<file path="src/rtl/mem_lsu_pkg.sv">
`default_nettype none
// +----------------------------------------------------------------------------+
// | mem_lsu_pkg : FSM state codes, access size codes and size helpers for LSU  |
// | Revision    : 1.0                                                          |
// +----------------------------------------------------------------------------+
package mem_lsu_pkg;

  typedef enum logic [1:0] {
    LSU_IDLE = 2'd0,
    LSU_REQ  = 2'd1,
    LSU_WAIT = 2'd2,
    LSU_DONE = 2'd3
  } lsu_state_e;

  localparam logic [1:0] MEM_SZ_B = 2'd0;
  localparam logic [1:0] MEM_SZ_H = 2'd1;
  localparam logic [1:0] MEM_SZ_W = 2'd2;

  // The reserved code 3 behaves as a word access.
  function automatic logic [1:0] norm_size(input logic [1:0] sz);
    return (sz == 2'd3) ? MEM_SZ_W : sz;
  endfunction

  function automatic logic [1:0] size_mask(input logic [1:0] sz);
    logic [1:0] n;
    n = norm_size(sz);
    return (n == MEM_SZ_B) ? 2'b00 : (n == MEM_SZ_H) ? 2'b01 : 2'b11;
  endfunction

endpackage
`default_nettype wire

</file>
<file path="src/rtl/mem_lsu_extend.sv">
`default_nettype none
// +----------------------------------------------------------------------------+
// | mem_lsu_extend : load lane select and sign/zero extension (combinational)  |
// | Revision       : 1.0                                                       |
// +----------------------------------------------------------------------------+
module mem_lsu_extend
  import mem_lsu_pkg::*;
(
  input  logic [31:0] data_i,
  input  logic [1:0]  off_i,
  input  logic [1:0]  size_i,
  input  logic        unsigned_i,
  output logic [31:0] result_o
);

  logic [31:0] shifted;
  logic        sext;

  always_comb begin
    shifted  = data_i >> {off_i, 3'b000};
    sext     = 1'b0;
    result_o = shifted;
    case (norm_size(size_i))
      MEM_SZ_B: begin
        sext     = shifted[7] & ~unsigned_i;
        result_o = {{24{sext}}, shifted[7:0]};
      end
      MEM_SZ_H: begin
        sext     = shifted[15] & ~unsigned_i;
        result_o = {{16{sext}}, shifted[15:0]};
      end
      default: result_o = shifted;
    endcase
  end

endmodule
`default_nettype wire

</file>
<file path="src/rtl/mem_lsu.sv">
`default_nettype none
// +----------------------------------------------------------------------------+
// | mem_lsu : MEM-stage load/store unit with req/gnt/rvalid RAM handshake and  |
// |           beat splitting. Optional macro MEM_MISALIGN_TRAP_EN traps        |
// |           misaligned accesses instead of aligning them.                    |
// | Revision : 1.0                                                             |
// +----------------------------------------------------------------------------+
module mem_lsu
  import mem_lsu_pkg::*;
#(
  parameter int XLEN      = 32,
  parameter int ADDR_W    = 32,
  parameter int BUS_BYTES = 1,
  parameter int RA_W      = 5
) (
  input  logic                   clk,
  input  logic                   rst,
  input  logic                   req_i,
  input  logic                   we_i,
  input  logic [1:0]             size_i,
  input  logic                   unsigned_i,
  input  logic [ADDR_W-1:0]      addr_i,
  input  logic [RA_W-1:0]        wd_i,
  input  logic                   wreg_i,
  input  logic [XLEN-1:0]        wdata_i,
  output logic [RA_W-1:0]        wd_o,
  output logic                   wreg_o,
  output logic [XLEN-1:0]        wdata_o,
  output logic                   stall_req_o,
  output logic                   ram_req_o,
  output logic                   ram_we_o,
  output logic [ADDR_W-1:0]      ram_addr_o,
  output logic [BUS_BYTES-1:0]   ram_be_o,
  output logic [8*BUS_BYTES-1:0] ram_wdata_o,
  input  logic                   ram_gnt_i,
  input  logic                   ram_rvalid_i,
  input  logic [8*BUS_BYTES-1:0] ram_rdata_i,
  output logic                   fault_o
);

  localparam int         BEAT_W   = $clog2(4 / BUS_BYTES) + 1;
  localparam logic [1:0] OFF_MASK = 2'(BUS_BYTES - 1);

  lsu_state_e        state_q, state_d;
  logic              we_q, we_d;
  logic [1:0]        size_q, size_d;
  logic              uns_q, uns_d;
  logic [ADDR_W-1:0] addr_q, addr_d;
  logic [XLEN-1:0]   sdata_q, sdata_d;
  logic [XLEN-1:0]   lbuf_q, lbuf_d;
  logic [BEAT_W-1:0] beat_q, beat_d;

  logic              misaligned;
  logic              multi;
  logic              last_beat;
  logic [1:0]        lane_off;
  int                acc_bytes;
  logic [XLEN-1:0]   load_res;
  logic [ADDR_W-1:0] beat_addr;
  logic [BUS_BYTES-1:0]   beat_be;
  logic [8*BUS_BYTES-1:0] beat_wdata;

`ifdef MEM_MISALIGN_TRAP_EN
  logic fault_q;

  always_comb begin
    misaligned = (addr_i[1:0] & size_mask(size_i)) != 2'b00;
  end

  always_ff @(posedge clk) begin
    if (rst) fault_q <= 1'b0;
    else     fault_q <= (state_q == LSU_IDLE) && req_i && misaligned;
  end

  assign fault_o = (state_q == LSU_DONE) && fault_q;
`else
  assign misaligned = 1'b0;
  assign fault_o    = 1'b0;
`endif

  // Beat geometry derived from the latched access.
  always_comb begin
    acc_bytes = 1 << int'(size_q);
    multi     = acc_bytes > BUS_BYTES;
    last_beat = ((int'(beat_q) + 1) * BUS_BYTES) >= acc_bytes;
    lane_off  = multi ? 2'b00 : (addr_q[1:0] & OFF_MASK);
    beat_addr = (addr_q & ~ADDR_W'(BUS_BYTES - 1)) + ADDR_W'(int'(beat_q) * BUS_BYTES);
  end

  // Narrow accesses replicate the store data across lanes; wide ones slice it low byte first.
  always_comb begin
    beat_be    = '0;
    beat_wdata = '0;
    for (int j = 0; j < BUS_BYTES; j++) begin
      beat_be[j] = multi || ((j >= int'(lane_off)) && (j < int'(lane_off) + acc_bytes));
      if (multi) beat_wdata[8*j +: 8] = sdata_q[8*(int'(beat_q)*BUS_BYTES + j) +: 8];
      else       beat_wdata[8*j +: 8] = sdata_q[8*(j & (acc_bytes - 1)) +: 8];
    end
  end

  always_comb begin
    state_d = state_q;
    we_d    = we_q;
    size_d  = size_q;
    uns_d   = uns_q;
    addr_d  = addr_q;
    sdata_d = sdata_q;
    lbuf_d  = lbuf_q;
    beat_d  = beat_q;
    case (state_q)
      LSU_IDLE: begin
        if (req_i) begin
          we_d    = we_i;
          size_d  = norm_size(size_i);
          uns_d   = unsigned_i;
          addr_d  = {addr_i[ADDR_W-1:2], addr_i[1:0] & ~size_mask(size_i)};
          sdata_d = wdata_i;
          lbuf_d  = '0;
          beat_d  = '0;
          state_d = misaligned ? LSU_DONE : LSU_REQ;
        end
      end
      LSU_REQ: begin
        if (ram_gnt_i) begin
          if (!we_q) begin
            state_d = LSU_WAIT;
          end else if (last_beat) begin
            state_d = LSU_DONE;
          end else begin
            beat_d = beat_q + BEAT_W'(1);
          end
        end
      end
      LSU_WAIT: begin
        if (ram_rvalid_i) begin
          for (int j = 0; j < BUS_BYTES; j++) begin
            if ((int'(beat_q) * BUS_BYTES + j) < XLEN / 8)
              lbuf_d[8*(int'(beat_q)*BUS_BYTES + j) +: 8] = ram_rdata_i[8*j +: 8];
          end
          if (last_beat) begin
            state_d = LSU_DONE;
          end else begin
            beat_d  = beat_q + BEAT_W'(1);
            state_d = LSU_REQ;
          end
        end
      end
      default: state_d = LSU_IDLE;
    endcase
  end

  always_ff @(posedge clk) begin
    if (rst) begin
      state_q <= LSU_IDLE;
      we_q    <= 1'b0;
      size_q  <= 2'b00;
      uns_q   <= 1'b0;
      addr_q  <= '0;
      sdata_q <= '0;
      lbuf_q  <= '0;
      beat_q  <= '0;
    end else begin
      state_q <= state_d;
      we_q    <= we_d;
      size_q  <= size_d;
      uns_q   <= uns_d;
      addr_q  <= addr_d;
      sdata_q <= sdata_d;
      lbuf_q  <= lbuf_d;
      beat_q  <= beat_d;
    end
  end

  mem_lsu_extend u_extend (
    .data_i     (lbuf_q),
    .off_i      (lane_off),
    .size_i     (size_q),
    .unsigned_i (uns_q),
    .result_o   (load_res)
  );

  assign stall_req_o = req_i && (state_q != LSU_DONE);
  assign ram_req_o   = (state_q == LSU_REQ);
  assign ram_we_o    = ram_req_o && we_q;
  assign ram_addr_o  = ram_req_o ? beat_addr  : '0;
  assign ram_be_o    = ram_req_o ? beat_be    : '0;
  assign ram_wdata_o = (ram_req_o && we_q) ? beat_wdata : '0;

  always_comb begin
    wd_o    = wd_i;
    wreg_o  = wreg_i;
    wdata_o = wdata_i;
    if (req_i && (state_q == LSU_DONE) && !we_q) wdata_o = load_res;
`ifdef MEM_MISALIGN_TRAP_EN
    if (fault_o) wreg_o = 1'b0;
`endif
  end

endmodule
`default_nettype wire

</file>
<file path="config.mk">
export PLATFORM = sky130hd
export DESIGN_NAME = mem_lsu
export DESIGN_NICKNAME = d
export VERILOG_FILES = /design/src/rtl/mem_lsu_pkg.sv /design/src/rtl/mem_lsu_extend.sv /design/src/rtl/mem_lsu.sv
export SDC_FILE = /design/constraint.sdc
export NUM_CORES = 1
export LEC_CHECK = 0
export ABC_CLOCK_PERIOD_IN_PS = 2800
export CORE_ASPECT_RATIO = 0.75
export CORE_UTILIZATION = 41
export DETAILED_ROUTE_END_ITERATION = 12
export GPL_TIMING_DRIVEN = 0
export HOLD_SLACK_MARGIN = 0.15
export PLACE_DENSITY = 0.77
export SLEW_MARGIN = 20
export SYNTH_ARGS = -nofsm -noshare
export SYNTH_HDL_FRONTEND = slang
export SYNTH_SLANG_ARGS = --single-unit
</file>
<file path="constraint.sdc">
create_clock -name clk -period 2.8 [get_ports clk]
set_input_delay 0.42 -clock clk [delete_from_list [all_inputs] [get_ports clk]]
set_output_delay 0.42 -clock clk [all_outputs]
set_load 0.03 [all_outputs]
</file>
# After elaboration in Yosys (flattened, before gate mapping)

Cells that the tools add are included.
W data, S select, Z words.

Bits in registers: 105
Input bits: 87
Output and inout port bits: 83
Logic and storage cells: 82

Add/sub/neg operators: 4
Magnitude comparators: 4
Equality and inequality tests: 14
Shifts and indexed selects: 4
Multiplexer cells: 28
Bitwise gates (word level): 5
Reductions and logical operators: 15

Operators by type and width:

| operator                  | number |
|---|---|
| $mux W32                  | 5 |
| $pmux W32 S2              | 2 |
| $neg A6 Y33               | 1 |
| $shift A8 B33 Y32 const A | 1 |
| $shiftx A8 B33 Y32        | 1 |
| $add A32 B3 Y32           | 1 |
| $bwmux W32                | 1 |
| $ge A5 B32 Y1             | 1 |
| $gt A32 B2 Y1 const B     | 1 |
| $lt A1 B32 Y1 const A     | 1 |
| $shiftx A32 B7 Y8         | 1 |
| $shl A1 B2 Y32 const A    | 1 |
| $mux W2                   | 10 |
| $mux W8                   | 2 |
| $mux W3                   | 5 |
| $pmux W3 S3               | 1 |
| $eq A2 B2 Y1 const B      | 4 |
| $ne A2 B2 Y1 const B      | 4 |
| $reduce_and A4 Y1         | 2 |
| $eq A2 B1 Y1 const B      | 3 |
| $logic_not A2 Y1          | 3 |
| $pmux W2 S3               | 1 |
| $reduce_and A5 Y1         | 1 |
| $add A3 B1 Y4 const B     | 1 |
| other kinds (15)          | 20 |

# Depth between registers and ports, before layout

Word-level depth: 7
Gate-level depth with buffers: 10
Depth with buffers taken out: 8

# Hierarchy

A second synthesis with hierarchy kept.

Cells, all modules: 800
Area, all modules: 6523.8 um^2

By module, submodules not included:

| module         | times used | cells each | area each (um^2) | seq. area each (um^2) |
|---|---|---|---|---|
| mem_lsu        | 1          | 693        | 5819.3           | 2102.0 |
| mem_lsu_extend | 1          | 107        | 704.4            | 0.0 |

# Least setup slack after synthesis

No wires, ideal clock.

Path type: reg-to-reg
Start: register beat_q[0]
End: register state_q[1]
Setup time: 0.120 ns
Arrival time: 2.313 ns
Data required time: 2.680 ns
Slack: 0.367 ns
Stages on the path, launching flop included: 11
Clock period less this slack: 2.433 ns
Cell sequence: dfxtp_1 > buf_4 > buf_6 > inv_1 > ha_1 > ha_1 > o21ai_0 > o21bai_1 > a21oi_1 > nor3_1 > o31a_1

Longest elaborated chain between the ends: 5
Elaborated cells on any way between the ends: 7
Classes of those cells: 1 x add/sub; 1 x order compare; 1 x eq/ne; 3 x mux; 1 x reduce/logical

Ends and longest elaborated chain:

| item                     | RTL line       | source |
|---|---|---|
| start: declaration       | mem_lsu.sv:51  | `logic [BEAT_W-1:0] beat_q, beat_d;` |
| start signal: assignment | mem_lsu.sv:170 | `beat_q <= beat_d;` |
| $add A3 B1 Y4 *          | mem_lsu.sv:85  | `last_beat = ((int'(beat_q) + 1) * BUS_BYTES) >= acc_bytes;` |
| $ge A5 B32 Y1 *          | mem_lsu.sv:85  |  |
| $mux W2                  | mem_lsu.sv:140 | `if (last_beat) begin` |
| $mux W2                  | mem_lsu.sv:135 | `if (ram_rvalid_i) begin` |
| $pmux W2 S3              | mem_lsu.sv:110 | `case (state_q)` |
| end signal: assignment   | mem_lsu.sv:163 | `state_q <= state_d;` |
| end: declaration         | mem_lsu.sv:44  | `lsu_state_e state_q, state_d;` |

Every way passes the cells marked *; elsewhere a longest branch is shown, timed or not. The select of a mux whose other input is x is not followed.
A chain may end at the register's enable or synchronous reset.

# Final worst setup path

Start: register beat_q[2]
End: output ram_addr_o[13]

Longest elaborated chain between the ends: 2

Ends and longest elaborated chain:

| item             | RTL line       | source |
|---|---|---|
| $add A32 B3 Y32  | mem_lsu.sv:87  | `beat_addr = (addr_q & ~ADDR_W'(BUS_BYTES - 1)) + ADDR_W'(int'(beat_q) * BUS_BYTES);` |
| $mux W32         | mem_lsu.sv:185 | `assign ram_addr_o = ram_req_o ? beat_addr : '0;` |
| end: declaration | mem_lsu.sv:32  | `output logic [ADDR_W-1:0] ram_addr_o,` |

No other way between the ends.

==> results.md <==
- Detailed placement ended at an HPWL of 14.6 mm.
- The maximum level of the CTS H-tree is 3.
- For the worst-skew pair, the clock arrives at the later sink with an insertion delay of 0.36 ns.
- The number of CTS-inserted buffers is 9.
- The total overflow left after global routing is 0.
- During I/O placement, the number of pins put on the boundary was 170.
- The internal power consumption is 0.00339 W.
- STA puts the critical path data arrival time at 2.35 ns.
- Row generation in the floorplan step produced 37 rows.
- The antenna diode count is 0.
- The worst-case setup margin in the final layout is 0.0271 ns.
- The final instance area is 0.00807 sq mm.
- The dominant cell type by count on the critical path is sky130_fd_sc_hd__and2_1.
- The via count of the first global-routing pass is 5555.
- The TritonCTS clock tree is done.
- Counting every net in the synthesized netlist gives 884.
- For this design the static power due to leakage is 3.17 nW.
- The proportion of layout cells with a drive suffix above 1 is 0.124.
- The critical path startpoint category is a flop.
- Across the VDD grid, the largest voltage drop is 0.354 mV.
- Entering global routing, the biggest net connects 19 pins.
- At the pin with the least slew margin, the transition time is 0.657 ns.
- The largest single stage delay on the critical path is 0.40 ns.
- The register area is 0.00211 sq mm.
- For this design the total switching power over the nets is 0.00214 W.
- The number of port buffers is 161.
- The worst hold path stage count is 2.
- The number of detailed-route iterations in the first pass is 5.
- During synthesis, Yosys emitted a total of 0 warnings.
- The flow ran to the end, and the final reports show no timing, DRC or antenna violations.
- For the final routed database, the setup TNS stands at 0 ns.
- Summing all placed instances gives a cell area of 0.00771 sq mm.
- The setup clock skew after layout is 0.00525 ns.
- The sequential cell fraction of total power is 0.335.
- Of the synthesized area, sequential elements account for 0.358.
- Excluding fillers, the count of instances in the completed layout stands at 1134.
- Compared with the post-synthesis result, the final layout area differs by 37.2%.
- The number of enable-type register cells in the synthesized netlist is 0.
- The endpoint identified for the worst register-to-register timing path is state_q[1].
- At the end of the flow, the number of nets in the layout was 1058.
- The tightest min-delay check is of the flop to flop type.
- The number of vias per cell after detailed routing is 5.36.
- The synthesized design contains 105 register bits.
- The worst path needs 2.77 ns of the cycle, external delays included.
- The signal on the critical path passes through ha_4 > nand3_1 > and2_1 > nor4_2 > xor2_1 > and2_1 > clkdlybuf4s15_2.
- Setup repair after global routing could not meet its margin everywhere.
- The critical path required time is 2.38 ns.
- The final number of max-transition violations is 0.
- Power spread over the standard cell area amounts to 685 mW/mm^2.
- The routability-driven placement congestion ratio is 0.907.
- In the layout the commonest cells are sky130_fd_sc_hd__nand2_1 (200), sky130_fd_sc_hd__a21oi_1 (111), sky130_fd_sc_hd__dfxtp_1 (102).
- The root buffer cell chosen for the clock tree is sky130_fd_sc_hd__clkbuf_16.
- The async set-or-reset flop fraction in the synthesized netlist is 0.
- The maximum clock frequency is 361 MHz.
- Of the total power, the share spent switching nets is 0.387.
- The total number of vias is 6081.
- Headroom to the max-slew limit came out at 0.562.
- The count of nets left with antenna violations once routing finished came out at 0.
- The all-layer global routing usage is 0.258.
- The overall die area is 0.0148 sq mm.
- The hold path startpoint is sdata_q[16].
- The initial antenna violation count is 0.
- The synthesized area is 0.00588 sq mm.
- Prior to clock tree synthesis, the placed netlist has a worst setup slack of -0.527 ns.
- The number of buffer and inverter stages on the critical path is 1.
- The worst reg-to-reg setup slack is 0.17 ns.
- In this run, the number of DRC markers left after iteration 0 of detailed routing was 517.
- The horizontal die dimension is 140 um.
- The worst hold path terminates at sdata_q[16].
- In this run the vertical extent of the chip is 106 um.
- The clock slew at the register clock pins of the worst setup and hold paths is 0.07 ns.
- The number of sinks on the clock net is 105.
- The average size of a mapped cell is 7.54 sq um.
- The total detailed-routing wirelength is 19.4 mm.
- The hold buffer count at CTS is 0.
- The floorplan step defined a core boundary enclosing 0.0138 sq mm.
- Summing all multi-input logic gate instances after layout gives 0.00356 sq mm.
- The number of remaining DRC errors is 0.
- Setup violations remaining at the end of the flow were counted as 0.
- The worst register-to-register path has a depth of 9.
- The wire length per cell after detailed routing is 17.1 um.
- The clock passes through at most 2 buffers.
- The cell count after synthesis is 780.
- Of the available clock period, the critical path in the final layout requires 0.990.
- The number of placed instances with taps included is 1116.
- Grouping stages by cell kind, the critical path spends the most delay in simple AND/OR/NAND/NOR gates.
- The worst setup path is captured at an output pin.
- The overall power consumption is 0.00552 W.
- The standard cell with the maximum stage delay on the critical path is sky130_fd_sc_hd__dfxtp_4.
- The first global-routing pass estimated 29.4 mm of wire.
- The clock group share of total power is 0.270.
- The number of max-cap violations is 0.
- The netlist uses 53 different library cells.
- The most used flip-flop cell after synthesis is sky130_fd_sc_hd__dfxtp_1.
- The filler cells instantiated in the layout total 1289.
- Of the total power, combinational logic draws 0.395.
- The number of endpoints with negative hold slack in the final report was 0.
- The reg-to-reg critical path startpoint is beat_q[1].
- The leading cell type in the layout, fill and taps excluded is sky130_fd_sc_hd__nand2_1.
- Along the worst path, the maximum fanout reaches 8.
- The initial standard-cell utilization of the core is 0.425.
- The worst setup path is of the flop to output pin kind.
==> sequential cells by signal, summed over array words and instances, names as in the netlist <==
name     count
we_q         1
lbuf_q      32
sdata_q     32
state_q      2
beat_q       3
uns_q        1
size_q       2
addr_q      32
==> power by group through the flow <==
stage               Clock, W  Sequential [W]  Combinational, W
global placement           0         0.00187           0.00215
CTS                  0.00149         0.00184           0.00214
global route         0.00156         0.00187           0.00237
detailed placement         0         0.00187           0.00217
finish               0.00149         0.00185           0.00218
floorplan                  0         0.00183           0.00148
==> stage by stage <==
step                      hold WS, ns  utilization
after floorplan                 0.433            -
after global placement          0.442        0.557
after detailed placement        0.445        0.557
after CTS                       0.455        0.586
after global routing            0.484        0.583
final                           0.454        0.583
==> layout make-up <==
class | count | area share
Buffer | 56 | 0.0344
Clock inverter | 7 | 0.0155
Multi-Input combinational cell | 607 | 0.442
Clock buffer | 9 | 0.0279
Tap cell | 175 | 0.0271
Sequential cell | 105 | 0.262
Inverter | 10 | 0.00465
Timing Repair Buffer | 165 | 0.187
==> worst max-delay path by stage <==
stage	start	slack, ns	cells after the start	to
2_1_floorplan	beat_q[0]	0.37	10	state_q[1]
3_3_place_gp	req_i	-0.55	7	wdata_o[29]
3_5_place_dp	req_i	-0.53	7	wdata_o[29]
4_1_cts	beat_q[2]	0.002	8	ram_addr_o[17]
5_1_grt	beat_q[2]	-0.05	7	ram_addr_o[13]
6_report	beat_q[2]	0.03	7	ram_addr_o[13]
==> timing repair <==
action	in CTS	in global routing
endpoints found under the setup margin	77	75
resized for setup	144	73
setup buffers	2	2
pin swaps	3	5
==> cell usage after synthesis, types with 11 or more instances <==
| library cell | number | area, sq um |
|---|---|---|
| sky130_fd_sc_hd__nand2_1 | 200 | 751 |
| sky130_fd_sc_hd__xnor2_1 | 22 | 193 |
| sky130_fd_sc_hd__a21oi_1 | 114 | 571 |
| sky130_fd_sc_hd__nand2b_1 | 20 | 125 |
| sky130_fd_sc_hd__ha_1 | 16 | 200 |
| sky130_fd_sc_hd__nor2_1 | 54 | 203 |
| sky130_fd_sc_hd__a22oi_1 | 25 | 188 |
| sky130_fd_sc_hd__nand3_1 | 30 | 150 |
| sky130_fd_sc_hd__and2_1 | 34 | 213 |
| sky130_fd_sc_hd__clkbuf_1 | 36 | 135 |
| sky130_fd_sc_hd__dfxtp_1 | 105 | 2100 |
| sky130_fd_sc_hd__buf_4 | 11 | 82.6 |
==> logic make-up (layout without fill, tap and decap cells) <==
| logic type | after synthesis | in the layout | share of synthesized area |
|---|---|---|---|
| other | 1 | 1 | 0.000638 |
| multiplexers | 8 | 8 | 0.0306 |
| AO/OA/AOI/OAI | 166 | 166 | 0.165 |
| XOR/XNOR | 31 | 31 | 0.0462 |
| adder cells (fa/ha/maj) | 17 | 17 | 0.0375 |
| flip-flops | 105 | 105 | 0.358 |
| AND/OR/NAND/NOR | 384 | 384 | 0.309 |
| buffers and inverters | 68 | 247 | 0.0532 |
==> tightest hold or removal path: cells and delay by family (launching register included) <==
family	cells	cell delay, ns
AOI/OAI and AO/OA	1	0.05
DFF	1	0.31
and+or+nand+nor	1	0.05
==> metal layers <==
layer	track usage	wire, um	up-vias
met2	0.391	8340	268
met1	0.362	8840	2816
met5	0	0	-
met4	0.0824	478	0
met3	0.0577	1710	33
li1	-	-	2964
Power figures use the tool's default switching activity.
